--- src/rtl/program_loader.sv ---
// Program loader: receives a byte stream (4-byte little-endian word-count header followed by
// the program image, little-endian 32-bit words) and writes it into instruction memory while
// holding the processor core in reset.
//
// Ports:
//   clk, rst          clock, asynchronous active-high reset
//   start             request a load session (honoured in IDLE and ERR only)
//   byte_valid/_data  incoming byte stream
//   byte_ready        loader accepts a byte this cycle (HDR and DATA only)
//   im_we/_addr/_wd   instruction-memory write port (byte address, word aligned)
//   core_rst          hold-in-reset for the core, released after a successful load
//   busy, done, err   session in progress / one-cycle success pulse / sticky bad header
module program_loader #(
  parameter int unsigned DEPTH = 256
) (
  input  logic        clk,
  input  logic        rst,
  input  logic        start,
  input  logic        byte_valid,
  input  logic [7:0]  byte_data,
  output logic        byte_ready,
  output logic        im_we,
  output logic [31:0] im_addr,
  output logic [31:0] im_wd,
  output logic        core_rst,
  output logic        busy,
  output logic        done,
  output logic        err
);

  typedef enum logic [2:0] {
    StIdle,
    StHdr,
    StData,
    StWrite,
    StDone,
    StErr
  } state_e;

  state_e      state_q, state_d;
  logic [1:0]  byte_cnt_q;
  logic [23:0] asm_q;       // first three bytes of the header/word being assembled
  logic [31:0] len_q;
  logic [31:0] word_idx_q;
  logic [31:0] im_addr_q;
  logic [31:0] im_wd_q;
  logic        core_rst_q;

  logic        accept;
  logic        last_byte;
  logic [31:0] full_word;
  logic        len_bad;
  logic        enter_hdr;

  assign accept    = byte_valid & byte_ready;
  assign last_byte = accept && (byte_cnt_q == 2'd3);
  assign full_word = {byte_data, asm_q};
  assign len_bad   = (full_word == 32'd0) || (full_word > 32'(DEPTH));
  assign enter_hdr = (state_d == StHdr) && (state_q != StHdr);

  // Next-state logic
  always_comb begin
    state_d = state_q;
    unique case (state_q)
      StIdle:  if (start) state_d = StHdr;
      StHdr:   if (last_byte) state_d = len_bad ? StErr : StData;
      StData:  if (last_byte) state_d = StWrite;
      StWrite: state_d = (word_idx_q == len_q - 32'd1) ? StDone : StData;
      StDone:  state_d = StIdle;
      StErr:   if (start) state_d = StHdr;
      default: state_d = StIdle;
    endcase
  end

  // Outputs
  always_comb begin
    byte_ready = 1'b0;
    im_we      = 1'b0;
    busy       = 1'b0;
    done       = 1'b0;
    err        = 1'b0;
    unique case (state_q)
      StIdle:  ;
      StHdr:   begin byte_ready = 1'b1; busy = 1'b1; end
      StData:  begin byte_ready = 1'b1; busy = 1'b1; end
      StWrite: begin im_we = 1'b1; busy = 1'b1; end
      StDone:  begin done = 1'b1; busy = 1'b1; end
      StErr:   err = 1'b1;
      default: ;
    endcase
  end

  assign im_addr  = im_addr_q;
  assign im_wd    = im_wd_q;
  assign core_rst = core_rst_q;

  always_ff @(posedge clk or posedge rst) begin
    if (rst) begin
      state_q <= StIdle;
    end else begin
      state_q <= state_d;
    end
  end

  always_ff @(posedge clk or posedge rst) begin
    if (rst) begin
      byte_cnt_q <= 2'd0;
      asm_q      <= 24'd0;
      len_q      <= 32'd0;
      word_idx_q <= 32'd0;
      im_addr_q  <= 32'd0;
      im_wd_q    <= 32'd0;
      core_rst_q <= 1'b1;
    end else begin
      if (enter_hdr) begin
        byte_cnt_q <= 2'd0;
        asm_q      <= 24'd0;
        len_q      <= 32'd0;
        word_idx_q <= 32'd0;
        core_rst_q <= 1'b1;
      end else begin
        if (accept) begin
          byte_cnt_q <= byte_cnt_q + 2'd1;
          // Shift right so the first byte ends up in bits 7:0 after four bytes.
          asm_q      <= {byte_data, asm_q[23:8]};
        end
        if (last_byte && state_q == StHdr) begin
          len_q <= full_word;
        end
        // Capture the write port at the last byte so WRITE follows one cycle later.
        if (last_byte && state_q == StData) begin
          im_addr_q <= word_idx_q << 2;
          im_wd_q   <= full_word;
        end
        if (state_q == StWrite) begin
          word_idx_q <= word_idx_q + 32'd1;
        end
        if (state_q == StDone) begin
          core_rst_q <= 1'b0;
        end
      end
    end
  end

endmodule

--- config.mk ---
export PLATFORM = sky130hd
export DESIGN_NAME = program_loader
export DESIGN_NICKNAME = d
export VERILOG_FILES = /design/src/rtl/program_loader.sv
export SDC_FILE = /design/constraint.sdc
export NUM_CORES = 1
export LEC_CHECK = 0
export ABC_AREA = 1
export BUFFER_PORTS_ARGS = -buffer_cell sky130_fd_sc_hd__buf_2
export CORE_MARGIN = 2
export CORE_UTILIZATION = 41
export CTS_BUF_LIST = sky130_fd_sc_hd__clkbuf_2
export CTS_CLUSTER_DIAMETER = 60
export DETAILED_ROUTE_END_ITERATION = 10
export PLACE_DENSITY_LB_ADDON = 0.1
export SYNTH_ARGS = -nofsm -noshare
export SYNTH_HDL_FRONTEND = slang
export SYNTH_SLANG_ARGS = --single-unit
--- constraint.sdc ---
create_clock -name clk -period 13.4 [get_ports clk]
set_clock_uncertainty 0.2 [all_clocks]
set_input_delay 1.34 -clock clk [delete_from_list [all_inputs] [get_ports clk]]
set_output_delay 1.34 -clock clk [all_outputs]
set_load 0.01 [all_outputs]
==> results.json, run 1 <==
{
  "outcome": "completed",
  "cts_tree": "done",
  "clock_tree.htree_level_count": 4,
  "gp_congestion": 0.871,
  "start_util": 0.420,
  "grt_setup_unrepaired": "false",
  "nFillCells": 2128,
  "finalSetupViolCount": 0,
  "critPathCaptureType": "register",
  "cp_common_cell": "sky130_fd_sc_hd__inv_2",
  "seq_area_frac_synth": 0.459,
  "io-pin-count": 82,
  "worst_ep_required_time_ps": 13860,
  "gr-total-overflow": 0,
  "number_of_global_route_vias_before_repair": 6632,
  "fmaxAchievable_ghz": 0.182,
  "pwr-share-comb": 0.290,
  "worstHoldPathType": "register to register",
  "grt_start_max_net_pins": 97,
  "max-vdd-ir-drop_v": 0.0000675,
  "drt_drc_violations_left": 0,
  "clock-sinks": 156,
  "clock_latency_ps": 750,
  "synth_top_cells_by_count": "sky130_fd_sc_hd__nand2_1 (286), sky130_fd_sc_hd__dfrtp_1 (155), sky130_fd_sc_hd__nand3_1 (121), sky130_fd_sc_hd__inv_1 (116), sky130_fd_sc_hd__nor2_1 (86)",
  "floorplan.die_area_sq_mm": 0.0219,
  "postCtsSetupRepairBufs": 0,
  "cp_data_arrival_time_ps": 5950,
  "die_width_um": 148,
  "drt_first_pass_iters": 5,
  "synthesis.area_sq_mm": 0.00852,
  "timing.setup.tns_ps": 0,
  "num_vias": 6853,
  "critical-path-top-delay-family": "simple AND/OR/NAND/NOR gates",
  "synth_edf_count": 0,
  "final_core_util": 0.458,
  "cap_viol_max_count": 0,
  "initial_antenna_violation_count": 1,
  "clk_root_buffer_cell": "sky130_fd_sc_hd__clkbuf_2",
  "layout-area-overhead-vs-synth_pct": 9.23,
  "numCtsBuffers": 17,
  "timing.critical_path.from_type": "register",
  "synth.most_common_cell": "sky130_fd_sc_hd__nand2_1",
  "synth.yosys.warnings": 0,
  "seq_power_share": 0.478,
  "cts_max_path_buffers": 2,
  "port_buffers": 79,
  "fin_area_sq_mm": 0.00930,
  "layout_min_cycle_time_ps": 5490,
  "totalWireLength_um": 19700,
  "vias_per_cell": 4.81,
  "drt.antenna.violating_nets": 0,
  "drive_above_1_share": 0.194,
  "initialDrtViolationCount": 365,
  "grt_use_total": 0.189,
  "slowest_stage": "sky130_fd_sc_hd__nand3_4",
  "grt_first_pass_wirelength_um": 33700,
  "timing.max_slew.rel_slack": 0.308,
  "min_period_over_period": 0.410,
  "yosysTopAreaCell": "sky130_fd_sc_hd__dfrtp_1",
  "timing_worst_setup_path_type": "register to register",
  "core_region_area_sq_mm": 0.0203,
  "netSwitchingPower_mw": 0.496,
  "power.density_cell_area_mw_per_mm2": 131,
  "die_y_um": 148,
  "critical_path_peak_fanout": 81,
  "cts.reportedPaths.clkPinSlew_ps": 220,
  "synth-async-reset-ratio": 1.00,
  "timing.final.max_slew_violations": 0,
  "stage_delay_of_the_slowest_cell_on_the_critical_path_ps": 800,
  "worst_max_slew_pin_slew_ps": 1040,
  "netlist-cell-type-count": 43,
  "wl_per_cell_um": 13.8,
  "cp.buffers_inverters": 5,
  "hpwlAfterDp_um": 14000,
  "syn-instance-count": 1081,
  "post-synth-top-area-fraction": 0.455,
  "power_report.internal_total_mw": 0.722,
  "path_cells": "nor3_2 -> inv_2 -> o21ai_2 -> nand2_2 -> inv_2 -> nand2_1 -> inv_2 -> nand2_2 -> inv_2 -> a22oi_1 -> nand3_4 -> buf_4 -> nand3_1 -> nand2_1",
  "fp-row-count": 52,
  "switching_share_of_power": 0.407,
  "post_dp_cell_area_sq_mm": 0.00905,
  "synth_area_leaders": "sky130_fd_sc_hd__dfrtp_1 (46%), sky130_fd_sc_hd__nand2_1 (13%), sky130_fd_sc_hd__nand3_1 (7.1%)",
  "postSynthAreaPerCell_sq_um": 7.88,
  "holdBufCountCts": 0,
  "static-leakage-power_nw": 5.14,
  "ys_seq_elements": 156,
  "final_nets": 1157,
  "primary_flip_flop_cell_chosen_by_synthesis_mapping": "sky130_fd_sc_hd__dfrtp_1",
  "postCtsResizedCells": 0,
  "clock_network_fraction_of_total_power": 0.231,
  "timing_hold_violations_final": 0
}
[through the flow]
step / power (mW) / setup slack [ps] / hold WS [ps] / std cells
after CTS: 1.23 / 7870 / 288 / 1425
after detailed placement: 0.950 / 7390 / 264 / 1393
final: 1.22 / 7910 / 285 / 1426
after floorplan: 0.877 / 7660 / 273 / 1082
after global routing: 1.31 / 7350 / 316 / 1426
after global placement: 0.945 / 7480 / 261 / 1393
[final timing paths]
kind                                           start                    endpoint  slack, ps  cells after the start
worst max-delay path            state_q[2]$_DFF_PP0_        len_q[8]$_DFFE_PP0P_       7910                     14
worst min-delay path            core_rst$_DFFE_PP1P_        core_rst$_DFFE_PP1P_        280                      2
worst max register to register  state_q[2]$_DFF_PP0_        len_q[8]$_DFFE_PP0P_       7910                     14
worst min register to register  core_rst$_DFFE_PP1P_        core_rst$_DFFE_PP1P_        280                      2
max in group asynchronous                        rst  word_idx_q[31]$_DFFE_PP0P_      11140                      3
min in group asynchronous                        rst        im_wd[0]$_DFFE_PP0P_        510                      2
[layer usage]
metal  vias up  share of wire  GRT usage
li1       3533              -          -
met5         -              0          0
met3        18          0.024     0.0291
met4         0          0.012     0.0471
met2        89           0.43      0.285
met1      3213           0.53      0.286
[worst reg2reg max path: cells and delay by family, from the launching register on]
kind            cells  cell delay (ps)
simple gates        7             2320
buf+inv             5             2110
flops               1              520
compound gates      2              300
[flip-flops by register name (all words and copies together), names as in the netlist]
name / flops
len_q: 32
word_idx_q: 32
state_q: 3
core_rst: 1
asm_q: 24
im_addr: 30
im_wd: 32
byte_cnt_q: 2
[cells by family after synthesis]
family | after synthesis | share of synthesized area
xor gates and xnor gates | 40 | 0.0411
buffers and inverters | 188 | 0.0949
DFF | 156 | 0.459
adders and majority gates | 3 | 0.00441
muxes | 9 | 0.0119
and+or+nand+nor | 600 | 0.336
other | 1 | 0.000440
AOI/OAI and AO/OA | 84 | 0.0529
[power groups by stage]
stage,logic (mW),registers [mW],clock network [mW]
floorplan,0.302,0.576,0
global placement,0.351,0.594,0
detailed placement,0.357,0.592,0
CTS,0.360,0.584,0.291
global route,0.404,0.592,0.309
finish,0.354,0.583,0.282
[area by class of cell]
type                       instances  area [sq um]  area share
sequential                       156          3910       0.420
clock buffer                      19          95.1      0.0102
inverter                         146           553      0.0595
multi-input combinational        738          3830       0.411
antenna                            1          2.50    0.000269
timing repair buffer              83           425      0.0457
tap                              270           338      0.0363
clock inverter                    13           156      0.0168
[cell usage in the layout (no fill, tap or decap), drive strengths merged]
cell and count:
nand2 293, a31o 1, nor2 97, a21oi 2
diode 1, bufinv 2, dfrtp 155, nand4 16
clkinv 5, mux2 9, nor4 3, a32oi 1
clkinvlp 2, xnor2 16, o21bai 4, o21ai 74
inv 150, or2 7, ha 3, conb 2
buf 83, dfstp 1, xor2 24, clkbuf 19
nor3 12, and2 4, nand3 159, nand3b 9
a22oi 1, a21o 1
Note: power is estimated with default switching activity, not from simulation.
==> inputs of run 2 (changes only) <==
ABC_AREA = 0   (was 1)
clock period = 4.55 ns   (was 13.4 ns; I/O delays follow)
==> results.json, run 2 <==
{
  "slowest_stage": "sky130_fd_sc_hd__or4_1",
  "worst_ep_required_time_ps": 4940,
  "fp-row-count": 50,
  "grt_first_pass_wirelength_um": 30900,
  "wl_per_cell_um": 17.4,
  "synth-async-reset-ratio": 1.00,
  "post_dp_cell_area_sq_mm": 0.00835,
  "layout-area-overhead-vs-synth_pct": 12.4,
  "port_buffers": 79,
  "power.density_cell_area_mw_per_mm2": 539,
  "syn-instance-count": 753,
  "timing_hold_violations_final": 0,
  "drive_above_1_share": 0.230,
  "fmaxAchievable_ghz": 0.287,
  "dp_worst_setup_slack_ps": 1110,
  "initial_antenna_violation_count": 1,
  "gp_congestion": 0.831,
  "cp.buffers_inverters": 1,
  "static-leakage-power_nw": 4.14,
  "ys_seq_elements": 156,
  "timing.final.max_slew_violations": 0,
  "cap_viol_max_count": 0,
  "synth_area_leaders": "sky130_fd_sc_hd__dfrtp_1 (50%), sky130_fd_sc_hd__mux2_2 (9.0%), sky130_fd_sc_hd__nand2_1 (3.9%)",
  "synth_edf_count": 0,
  "grt_use_total": 0.197,
  "vias_per_cell": 5.40,
  "number_of_global_route_vias_before_repair": 5754,
  "finalSetupViolCount": 0,
  "io-pin-count": 82,
  "fin_total_pwr_mw": 4.68,
  "num_vias": 5801,
  "clock-sinks": 156,
  "die_width_um": 141,
  "min_period_over_period": 0.765,
  "initialDrtViolationCount": 299,
  "max-vdd-ir-drop_v": 0.000246,
  "stage_delay_of_the_slowest_cell_on_the_critical_path_ps": 520,
  "grt_setup_unrepaired": "false",
  "topRoutingLayerUsed": "met4",
  "worst_hold_slack_ps": 184,
  "timing_worst_setup_path_type": "register to register",
  "hpwlAfterDp_um": 12900,
  "synthesis.area_sq_mm": 0.00773,
  "layout_min_cycle_time_ps": 3480,
  "layout_commonest_cell": "sky130_fd_sc_hd__dfrtp_1",
  "critical-path-top-delay-family": "simple AND/OR/NAND/NOR gates",
  "wl_met3_um": 635,
  "netlist-cell-type-count": 61,
  "synth.yosys.warnings": 0,
  "yosysTopAreaCell": "sky130_fd_sc_hd__dfrtp_1",
  "fin_area_sq_mm": 0.00869,
  "clock_tree.htree_level_count": 4,
  "synth_top_cells_by_count": "sky130_fd_sc_hd__dfrtp_1 (155), sky130_fd_sc_hd__nand2_1 (81), sky130_fd_sc_hd__nor2_1 (67), sky130_fd_sc_hd__mux2_2 (62), sky130_fd_sc_hd__a21oi_1 (49)",
  "clk_root_buffer_cell": "sky130_fd_sc_hd__clkbuf_2",
  "seq_area_frac_synth": 0.505,
  "wl_met2_um": 8670,
  "worstHoldPathType": "input pin to async pin",
  "grt_start_max_net_pins": 157,
  "detail_route.wirelength.met1_um": 9120,
  "postSynthAreaPerCell_sq_um": 10.3,
  "gr-total-overflow": 0,
  "cts_tree": "done",
  "clock_latency_ps": 720,
  "cts_max_path_buffers": 2,
  "drt_drc_violations_left": 0,
  "cp_data_arrival_time_ps": 3870,
  "outcome": "completed",
  "core_region_area_sq_mm": 0.0186,
  "timing.critical_path.from_type": "register",
  "start_util": 0.416,
  "final_nets": 843,
  "synth.most_common_cell": "sky130_fd_sc_hd__dfrtp_1",
  "cts.reportedPaths.clkPinSlew_ps": 220,
  "primary_flip_flop_cell_chosen_by_synthesis_mapping": "sky130_fd_sc_hd__dfrtp_1",
  "drt_first_pass_iters": 5,
  "worst_max_slew_pin_slew_ps": 1070,
  "critical_path_peak_fanout": 12,
  "post-synth-top-area-fraction": 0.502,
  "numCtsBuffers": 17,
  "floorplan.die_area_sq_mm": 0.0200,
  "drt.antenna.violating_nets": 0,
  "worst_slack_ps": 1070,
  "path_cells": "inv_1 -> ha_1 -> or3b_4 -> or3_4 -> or4_1 -> a211oi_1 -> nand4_1 -> nor4_2 -> a311oi_1",
  "timing.max_slew.rel_slack": 0.287,
  "timing.setup.tns_ps": 0,
  "totalWireLength_um": 18700,
  "die_y_um": 141,
  "regToRegStartpoint": "len_q[0]$_DFFE_PP0P_",
  "postCtsSetupRepairBufs": 0,
  "critPathCaptureType": "register",
  "postCtsResizedCells": 0,
  "mostFrequentLayoutCells": "sky130_fd_sc_hd__dfrtp_1 (155), sky130_fd_sc_hd__nand2_1 (81), sky130_fd_sc_hd__buf_2 (79)",
  "critical_path.startpoint": "len_q[0]$_DFFE_PP0P_"
}
[run 2: area by class of cell]
cell class,count,area (sq um)
Clock inverter,11,121
Antenna cell,2,5.00
Multi-Input combinational cell,541,3620
Fill cell,1749,9890
Sequential cell,156,3910
Tap cell,234,293
Inverter,13,52.6
Timing Repair Buffer,99,598
Clock buffer,19,95.1
[run 2: stage by stage]
stage / std cells / utilization
after floorplan: 754 / -
after global placement: 1032 / 0.450
after detailed placement: 1032 / 0.450
after CTS: 1073 / 0.467
after global routing: 1075 / 0.467
final: 1075 / 0.467
[run 2: worst reg2reg max path, cell delays in order, from the launching register on]
cell and delay (ps):
sky130_fd_sc_hd__dfrtp_1 470, sky130_fd_sc_hd__inv_1 70, sky130_fd_sc_hd__ha_1 230, sky130_fd_sc_hd__or3b_4 430, sky130_fd_sc_hd__or3_4 450, sky130_fd_sc_hd__or4_1 520, sky130_fd_sc_hd__a211oi_1 270, sky130_fd_sc_hd__nand4_1 140
sky130_fd_sc_hd__nor4_2 410, sky130_fd_sc_hd__a311oi_1 160
[run 2: layer usage]
metal | up-vias | track usage
li1 | 2812 | -
met3 | 21 | 0.0408
met4 | 0 | 0.0621
met5 | - | 0
met2 | 127 | 0.311
met1 | 2841 | 0.274
[run 2: logic make-up (layout without fill, tap and decap cells)]
logic type                 after synthesis  count (layout)  share of synthesized area
and+or+nand+nor                        291             291                      0.192
DFF                                    156             156                      0.505
AOI/OAI and AO/OA                       92              92                     0.0704
muxes                                   89              89                      0.125
xor gates and xnor gates                64              64                     0.0725
buffers and inverters                   57             142                     0.0295
adders and majority gates                3               3                    0.00486
other                                    1               4                   0.000485
[run 2: repair_timing]
item,CTS,global route
hold endpoints to repair,192,0
hold buffers,11,0
setup endpoints to repair,0,0
[run 2: final timing paths]
path | endpoint | slack (ps) | depth (start not counted)
worst max register to register | state_q[1]$_DFF_PP0_ | 1070 | 9
worst max-delay path | state_q[1]$_DFF_PP0_ | 1070 | 9
min in group clk | core_rst$_DFFE_PP1P_ | 290 | 2
worst min register to register | core_rst$_DFFE_PP1P_ | 290 | 2
worst min-delay path | im_wd[1]$_DFFE_PP0P_ | 180 | 4
max in group asynchronous | word_idx_q[2]$_DFFE_PP0P_ | 3140 | 4
[run 2: power by group]
| part | switching, mW | leakage [nW] | internal (mW) |
|---|---|---|---|
| Combinational | 1.03 | 1.90 | 0.792 |
| Clock | 0.506 | 0.128 | 0.249 |
| Sequential | 0.457 | 2.11 | 1.65 |
| Total | 1.99 | 4.14 | 2.69 |
